<file path="src/rtl/bcd_pkg.sv">
// bcd_pkg: shared state encoding and BCD helpers for the countdown timer
package bcd_pkg;
  typedef enum logic [1:0] {IDLE = 2'd0, RUN = 2'd1, PAUSED = 2'd2, DONE = 2'd3} state_t;
  localparam logic [3:0] BCD_MAX = 4'd9;
  function automatic logic is_bcd(input logic [3:0] digit);
    return digit <= BCD_MAX;
  endfunction
endpackage

</file>
<file path="src/rtl/bcd_digit_dn.sv">
// bcd_digit_dn: one BCD digit of the decrement borrow chain
module bcd_digit_dn
  import bcd_pkg::*;
(
  input  logic [3:0] digit_in,
  input  logic       bin,
  output logic [3:0] digit_out,
  output logic       bout
);
  assign bout = bin && digit_in == 4'd0;
  assign digit_out = !bin ? digit_in : bout ? BCD_MAX : digit_in - 4'd1;
endmodule

</file>
<file path="src/rtl/bcd_countdown.sv">
// bcd_countdown: multi-digit BCD countdown timer with one-shot done pulse
module bcd_countdown
  import bcd_pkg::*;
#(
  parameter int DIGITS = 4
) (
  input  logic                clk,
  input  logic                rst,
  input  logic                load,
  input  logic [4*DIGITS-1:0] load_val,
  input  logic                start,
  input  logic                pause,
  input  logic                tick,
  output logic [4*DIGITS-1:0] count,
  output logic                busy,
  output logic                done,
  output logic                load_err
);
  state_t state, state_n;
  logic [4*DIGITS-1:0] dec, count_n;
  logic [DIGITS:0] b;
  logic valid, zero, done_n, err_n;
  assign b[0] = tick;
  for (genvar g = 0; g < DIGITS; g++) begin : g_dig
    bcd_digit_dn u_dig (
      .digit_in (count[4*g+:4]),
      .bin      (b[g]),
      .digit_out(dec[4*g+:4]),
      .bout     (b[g+1])
    );
  end
  always_comb begin
    valid = 1'b1;
    for (int i = 0; i < DIGITS; i++) valid = valid && is_bcd(load_val[4*i+:4]);
  end
  assign zero = count == '0;
  // A borrow out of the top digit means the count is already zero: never wrap.
  always_comb begin
    state_n = state;
    count_n = count;
    done_n  = 1'b0;
    err_n   = 1'b0;
    if (load) begin
      count_n = valid ? load_val : count;
      state_n = valid ? IDLE : state;
      err_n   = !valid;
    end else if (start) begin
      if (state == IDLE || state == PAUSED) begin
        state_n = zero ? DONE : RUN;
        done_n  = zero;
      end
    end else if (pause) begin
      state_n = state == RUN ? PAUSED : state;
    end else if (tick && state == RUN && !b[DIGITS]) begin
      count_n = dec;
      state_n = dec == '0 ? DONE : RUN;
      done_n  = dec == '0;
    end
  end
  always_ff @(posedge clk) begin
    if (!rst) begin
      state    <= IDLE;
      count    <= '0;
      busy     <= 1'b0;
      done     <= 1'b0;
      load_err <= 1'b0;
    end else begin
      state    <= state_n;
      count    <= count_n;
      busy     <= state_n == RUN || state_n == PAUSED;
      done     <= done_n;
      load_err <= err_n;
    end
  end
endmodule

</file>
<file path="config.mk">
export PLATFORM = sky130hd
export DESIGN_NAME = bcd_countdown
export DESIGN_NICKNAME = d
export VERILOG_FILES = /design/src/rtl/bcd_pkg.sv /design/src/rtl/bcd_digit_dn.sv /design/src/rtl/bcd_countdown.sv
export SDC_FILE = /design/constraint.sdc
export NUM_CORES = 1
export LEC_CHECK = 0
export ABC_AREA = 1
export CAP_MARGIN = 10
export CORE_MARGIN = 2
export CORE_UTILIZATION = 37
export CTS_CLUSTER_DIAMETER = 200
export DETAILED_ROUTE_END_ITERATION = 12
export SKIP_CTS_REPAIR_TIMING = 1
export SLEW_MARGIN = 0
export SYNTH_ARGS = -nofsm -noshare
export SYNTH_HDL_FRONTEND = slang
export SYNTH_SLANG_ARGS = --single-unit
</file>
<file path="constraint.sdc">
create_clock -name clk -period 2.2 [get_ports clk]
set_input_delay 0.44 -clock clk [delete_from_list [all_inputs] [get_ports clk]]
set_output_delay 0.44 -clock clk [all_outputs]
set_load 0.01 [all_outputs]
</file>
## Yosys cells after proc, flatten, opt, wreduce, memory -nomap -nowiden

Index checks and enable logic that the tools add are counted.
Widths: inputs -> output; s select.

| word-level totals | value |
|---|---|
| bits of input ports | 22 |
| flip-flop bits (word level) | 21 |
| word-level logic and storage cells | 71 |
| output and inout port bits | 19 |

| cells by class | value |
|---|---|
| reductions and logical operators | 24 |
| bitwise gates (word level) | 1 |
| add/sub/neg operators | 4 |
| mux-type cells | 26 |
| magnitude comparators | 4 |
| eq/ne operators | 7 |

Operators with widths:

| cell | number |
|---|---|
| $mux 16 | 5 |
| $logic_not 16->1 | 2 |
| $mux 4 | 8 |
| $mux 2 | 9 |
| $le 4x4->1 const B | 4 |
| $logic_not 4->1 | 4 |
| $sub 4x1->4 const B | 4 |
| $logic_and 1x1->1 | 9 |
| $eq 2x1->1 const B | 2 |
| $eq 2x2->1 const B | 2 |
| $mux 1 | 4 |
| $ne 2x2->1 const B | 2 |
| $reduce_and 4->1 | 1 |
| $logic_not 1->1 | 2 |
| $logic_not 2->1 | 1 |
| $logic_or 1x1->1 | 2 |
| $ne 2x1->1 const B | 1 |
| $reduce_and 2->1 | 1 |
| $reduce_bool 2->1 | 1 |
| $reduce_or 2->1 | 1 |
| $not 1->1 | 1 |

## Longest topological paths before layout

| depth | value |
|---|---|
| depth after elaboration | 15 |
| mapped depth | 18 |
| depth with buffers taken out | 18 |

## Cells and area by module

From an unflattened synthesis, not the netlist that was laid out.

| unflattened totals | value |
|---|---|
| cell total of the unflattened synthesis | 301 |
| area total of the unflattened synthesis | 1,767.9 µm² |

By module, submodules not included:

| module | cells an instance | seq. area each (µm²) | area each (µm²) | instances |
|---|---|---|---|---|
| bcd_countdown | 201 | 420.4 | 1,282.5 | 1 |
| bcd_digit_dn | 25 | 0.0 | 121.4 | 4 |

## Least setup slack after synthesis

Ideal clock, no wire load.

| path | value |
|---|---|
| kind | register -> register |
| start | reg count[4] |
| end | reg busy |
| clock period less this slack | 1.807 ns |
| arrival | 1.694 ns |
| setup slack | 0.393 ns |
| buffers on the path | 0 |
| setup time | 0.113 ns |
| required time | 2.087 ns |
| stages on the path, launching flop included | 16 |
| cell sequence | dfxtp_1 inv_1 ha_1 nand3_2 inv_2 nand2_1 nor2_2 nand2_1 xor2_1 nor2_1 nand2_1 nand3_2 nand2_2 nand2_1 nand2_1 nor2_1 |

| between the ends | value |
|---|---|
| word-level cells in the longest chain between the ends | 14 |
| elaborated cells on any way between the ends | 25 |
| those cells by class | add/sub: 1; eq/ne: 2; mux: 13; reduce/logical: 9 |

RTL lines:

| item | line | RTL |
|---|---|---|
| from (decl) | bcd_countdown.sv:14 | `output logic [4*DIGITS-1:0] count,` |
| from (signal assigned) | bcd_countdown.sv:69 | `count <= count_n;` |
| branches (longest 10 deep; another with $sub 4x1->4) | n/a |  |
| $mux 2 (*) | bcd_countdown.sv:47 | `end else if (start) begin` |
| $mux 2 (*) | bcd_countdown.sv:43 | `if (load) begin` |
| $eq 2x1->1 / $eq 2x2->1 (equally long branches) | bcd_countdown.sv:70 | `busy <= state_n == RUN \|\| state_n == PAUSED;` |
| $logic_or 1x1->1 (*) | bcd_countdown.sv:70 |  |
| to (signal assigned) | bcd_countdown.sv:64 | `busy <= 1'b0;` |
| to (signal assigned) | bcd_countdown.sv:70 |  |
| to (decl) | bcd_countdown.sv:15 | `output logic busy,` |

Mark *: on every way between the ends.
A chain may end at the register's enable or synchronous reset.

## Worst setup path after layout

| path | value |
|---|---|
| start | in tick |
| end | reg busy |

| between the ends | value |
|---|---|
| word-level cells in the longest chain between the ends | 14 |
| elaborated cells on any way between the ends | 24 |
| those cells by class | eq/ne: 2; mux: 13; reduce/logical: 9 |

RTL lines:

| item | line | RTL |
|---|---|---|
| from (decl) | bcd_countdown.sv:13 | `input logic tick,` |
| $logic_and 1x1->1 (4 in series) | bcd_digit_dn.sv:10 | `assign bout = bin && digit_in == 4'd0;` |
| $mux 4 (2 in series) | bcd_digit_dn.sv:11 | `assign digit_out = !bin ? digit_in : bout ? BCD_MAX : digit_in - 4'd1;` |
| $logic_not 16->1 | bcd_countdown.sv:56 | `state_n = dec == '0 ? DONE : RUN;` |
| $mux 2 | bcd_countdown.sv:56 |  |
| $mux 2 (*) | bcd_countdown.sv:54 | `end else if (tick && state == RUN && !b[DIGITS]) begin` |
| $mux 2 (*) | bcd_countdown.sv:52 | `end else if (pause) begin` |
| $mux 2 (*) | bcd_countdown.sv:47 |  |
| $mux 2 (*) | bcd_countdown.sv:43 |  |
| $eq 2x1->1 / $eq 2x2->1 (equally long branches) | bcd_countdown.sv:70 |  |
| $logic_or 1x1->1 (*) | bcd_countdown.sv:70 |  |

Every way passes the cells marked *; elsewhere a longest branch is shown, timed or not.

==> results.txt <==
- The flow ran to the end, and the final reports show no timing, DRC or antenna violations.
- The first global-routing pass estimated ~7300 µm of wire.
* Slew margin rel.: 77.12%
* Highest ir drop seen on vdd: approximately 0.00027 V
- Worst-skew pair later-pin latency: roughly 0.26 ns
* Total global routing overflow: 0
- Number of design rule violations left after detail routing: 0
- CORE AREA: just under 0.004 mm²
- Mean post-synth cell area: ~6.2 µm²
* Final nets: ~330
- Post-synth top area share: 27.54%
- Final-report setup violation count: 0
* Hold/Removal Path Class: reg -> reg
* Commonest non-fill, non-tap cell in the layout: nand2_1
- The number of pins with negative max-slew slack in the final report came to 0.
* Count of boundary I/O pins: 41
- The detail route stage leaves a number of antenna-violating nets equal to 0.
- Critical path launch point: tick
* Top FF cell, synth: dfxtp_1
- Routed wire length: approximately 4500 µm
- In this run, distinct cell masters in the synthesized netlist total 31.
- Kind of critical path: in -> reg
* Shortest period the worst path allows: 1.994 ns
- Sequential area share after synthesis: about 28%
* Fraction of the cycle the final worst path needs: 90.63%
* Via/cell ratio: between 5 and 6
* Max Root-Sink Buffers: 2
- On the worst path, the slowest cell contributes a delay of about 0.50 ns.
- Summed over all cells, the static leakage comes to about 0.95 nW.
* Post-Route Skew: around 0.0015 ns
- Critical path's slowest cell: clkdlybuf4s50_1
- Element type at the critical path end: register
- By instance count, the cell type seen most on the critical path is nand2_1.
- TritonCTS clock tree: done
- Total power for the finished layout comes to between 1 and 1.5 mW.
- Routability-driven placement finished with a final weighted congestion of between 0.8 and 0.9.
- Clock root cell: clkbuf_8
* Yosys reg bits: 21
- The die is 68.23 µm wide.
- The synthesized design contains 0 enable-type register cells.
- WL per Instance: around 13 µm
- Clock-pin slew was measured on the worst setup and hold paths at around 0.08 ns.
- In this run the power density over the cells is between 500 and 600 mW/mm².
* Initial antenna violation count: 0
- Clock tree sinks: 21
* Commonest cells after routing, fill and taps aside: nand2_1, clkdlybuf4s50_1, inv_1
* Final non-filler cell total: approximately 360
* Port-buffer cells: 40
- Startpoint types: input port
- Final-report hold violation count: 0
- Min-delay src: count[6]
- Share of synthesized flip-flops with an asynchronous set or reset: 0%
* Total clock buffers created by CTS: 3
- The first TritonRoute pass finished after 5 iterations.
* Detail Placement HPWL: around 3400 µm
- H-tree depth reported by CTS: 1
- Max-capacitance violation count: 0
- The mapped netlist covers between 0.0015 and 0.002 mm².
* Antenna diode count: 0
- Total Routing Usage GR: a little over a fifth
- Die Footprint: ~0.0047 mm²
- P&R area growth vs syn: 45.08%
* Top cell type by total area after synthesis: dfxtp_1
- Synthesis handed over a netlist of about 250 instances.
- Startpoint of the worst register-to-register path: count[5]
- The floorplan has 23 rows.
* Maximum fanout along the worst path: 7
- For this configuration, the core starts out at a cell density of 38.44%.
- Upper clock frequency limit: around 500 MHz
- Including well taps, the total number of placed cells is between 300 and 400.
* Critical-path cell list: clkdlybuf4s50_1, nand2_2, inv_2, nand2_2, nor2_4, nand2_2, nand2_1, nand2_1, inv_1, nand3_1, nor2_1, nand2_1, nand3_2, nand2_2, nand2_1, nand2_1, nor2_1
- Iteration-0 DRC Markers: between 150 and 200
* Transition time of the tightest slew-check pin: roughly 0.34 ns
- After synthesis, the cell types taking the most area are dfxtp_1, nand2_1, o21ai_0, inv_1, nor2_1.
- Fraction of layout instances using a drive strength above 1: ~17%
* Die height: 68.23 µm
- Total of warnings raised by yosys: 0
* Critical path data required time: approximately 2.4 ns
- For this block, the via count after detailed routing is 1,795.
- Entering global routing, the biggest net connects 17 pins.
* Utilization of the core after routing: roughly 56%
- The via count of the first global-routing pass is approximately 1,600.
- Counting every net in the synthesized netlist gives ~270.
- For the worst setup path, the data arrival time is 2.20 ns.
[cell families (layout without fill, tap and decap cells)]
group	after synthesis	after routing	share of synthesized area, %
simple gates	124	124	37.30
compound gates	54	54	20.00
buf+inv	41	101	10.74
flops	21	21	27.54
fa+ha+maj	4	4	3.279
xor+xnor	2	2	1.148
[state kept, by name (all words and copies together), names as in the netlist]
name and cells:
count 16, done 1, busy 1, state 2, load_err 1
[synth_stat cells (3+ instances only)]
library cell / instances
nor3_1: 4
inv_1: 28
nand2_1: 56
o21ai_0: 24
dfxtp_1: 21
nor2_1: 27
nand3_1: 19
inv_2: 5
a211oi_1: 5
nand2_2: 5
nor2_2: 3
clkbuf_1: 4
a31oi_1: 8
a21oi_1: 12
ha_1: 4
[routing by layer]
layer	vias to the layer above	global-route usage (%)	share of wire, %
li1	942	-	-
met1	796	28.41	49
met2	55	34.95	46
met3	2	3.947	4.7
met4	0	3.500	0.51
met5	-	0	0
[stage by stage]
step                      area [µm²]   TNS (ns)  hold slack (ns)  worst slack (ns)
after floorplan                 1526          0           0.5372            0.3935
after global placement          2135    -0.1702           0.5289           -0.1079
after detailed placement        2135    -0.2062           0.5238           -0.1147
after CTS                       2180          0           0.5457            0.1667
after global routing            2215  -0.005131           0.5694         -0.005131
final                           2215          0           0.5614            0.2062
[path summary, 6_finish.rpt]
path	cells after the start	slack, ns	end
max	17	0.21	busy
min reg2reg	2	0.56	count[6]
max reg2reg	17	0.24	busy
min	2	0.56	count[6]
[area by class of cell]
type / count / area (µm²)
clock buffer: 4 / 45.04
fill: 401 / 1757
inverter: 33 / 123.9
multi-input combinational: 184 / 967.2
sequential: 21 / 421.7
tap: 50 / 62.56
timing repair buffer: 64 / 594.3
[critical path: cells and delay by family]
kind	cells	cell delay, ns
AND/OR/NAND/NOR	14	1.10
buffers and inverters	3	0.66
[power breakdown]
part	leakage [nW]	switching [mW]	total (mW)	internal [mW]
Clock	0.0228	0.141	0.270	0.129
Combinational	0.755	0.257	0.486	0.229
Sequential	0.172	0.0243	0.429	0.404
Note: power is estimated with default switching activity, not from simulation.
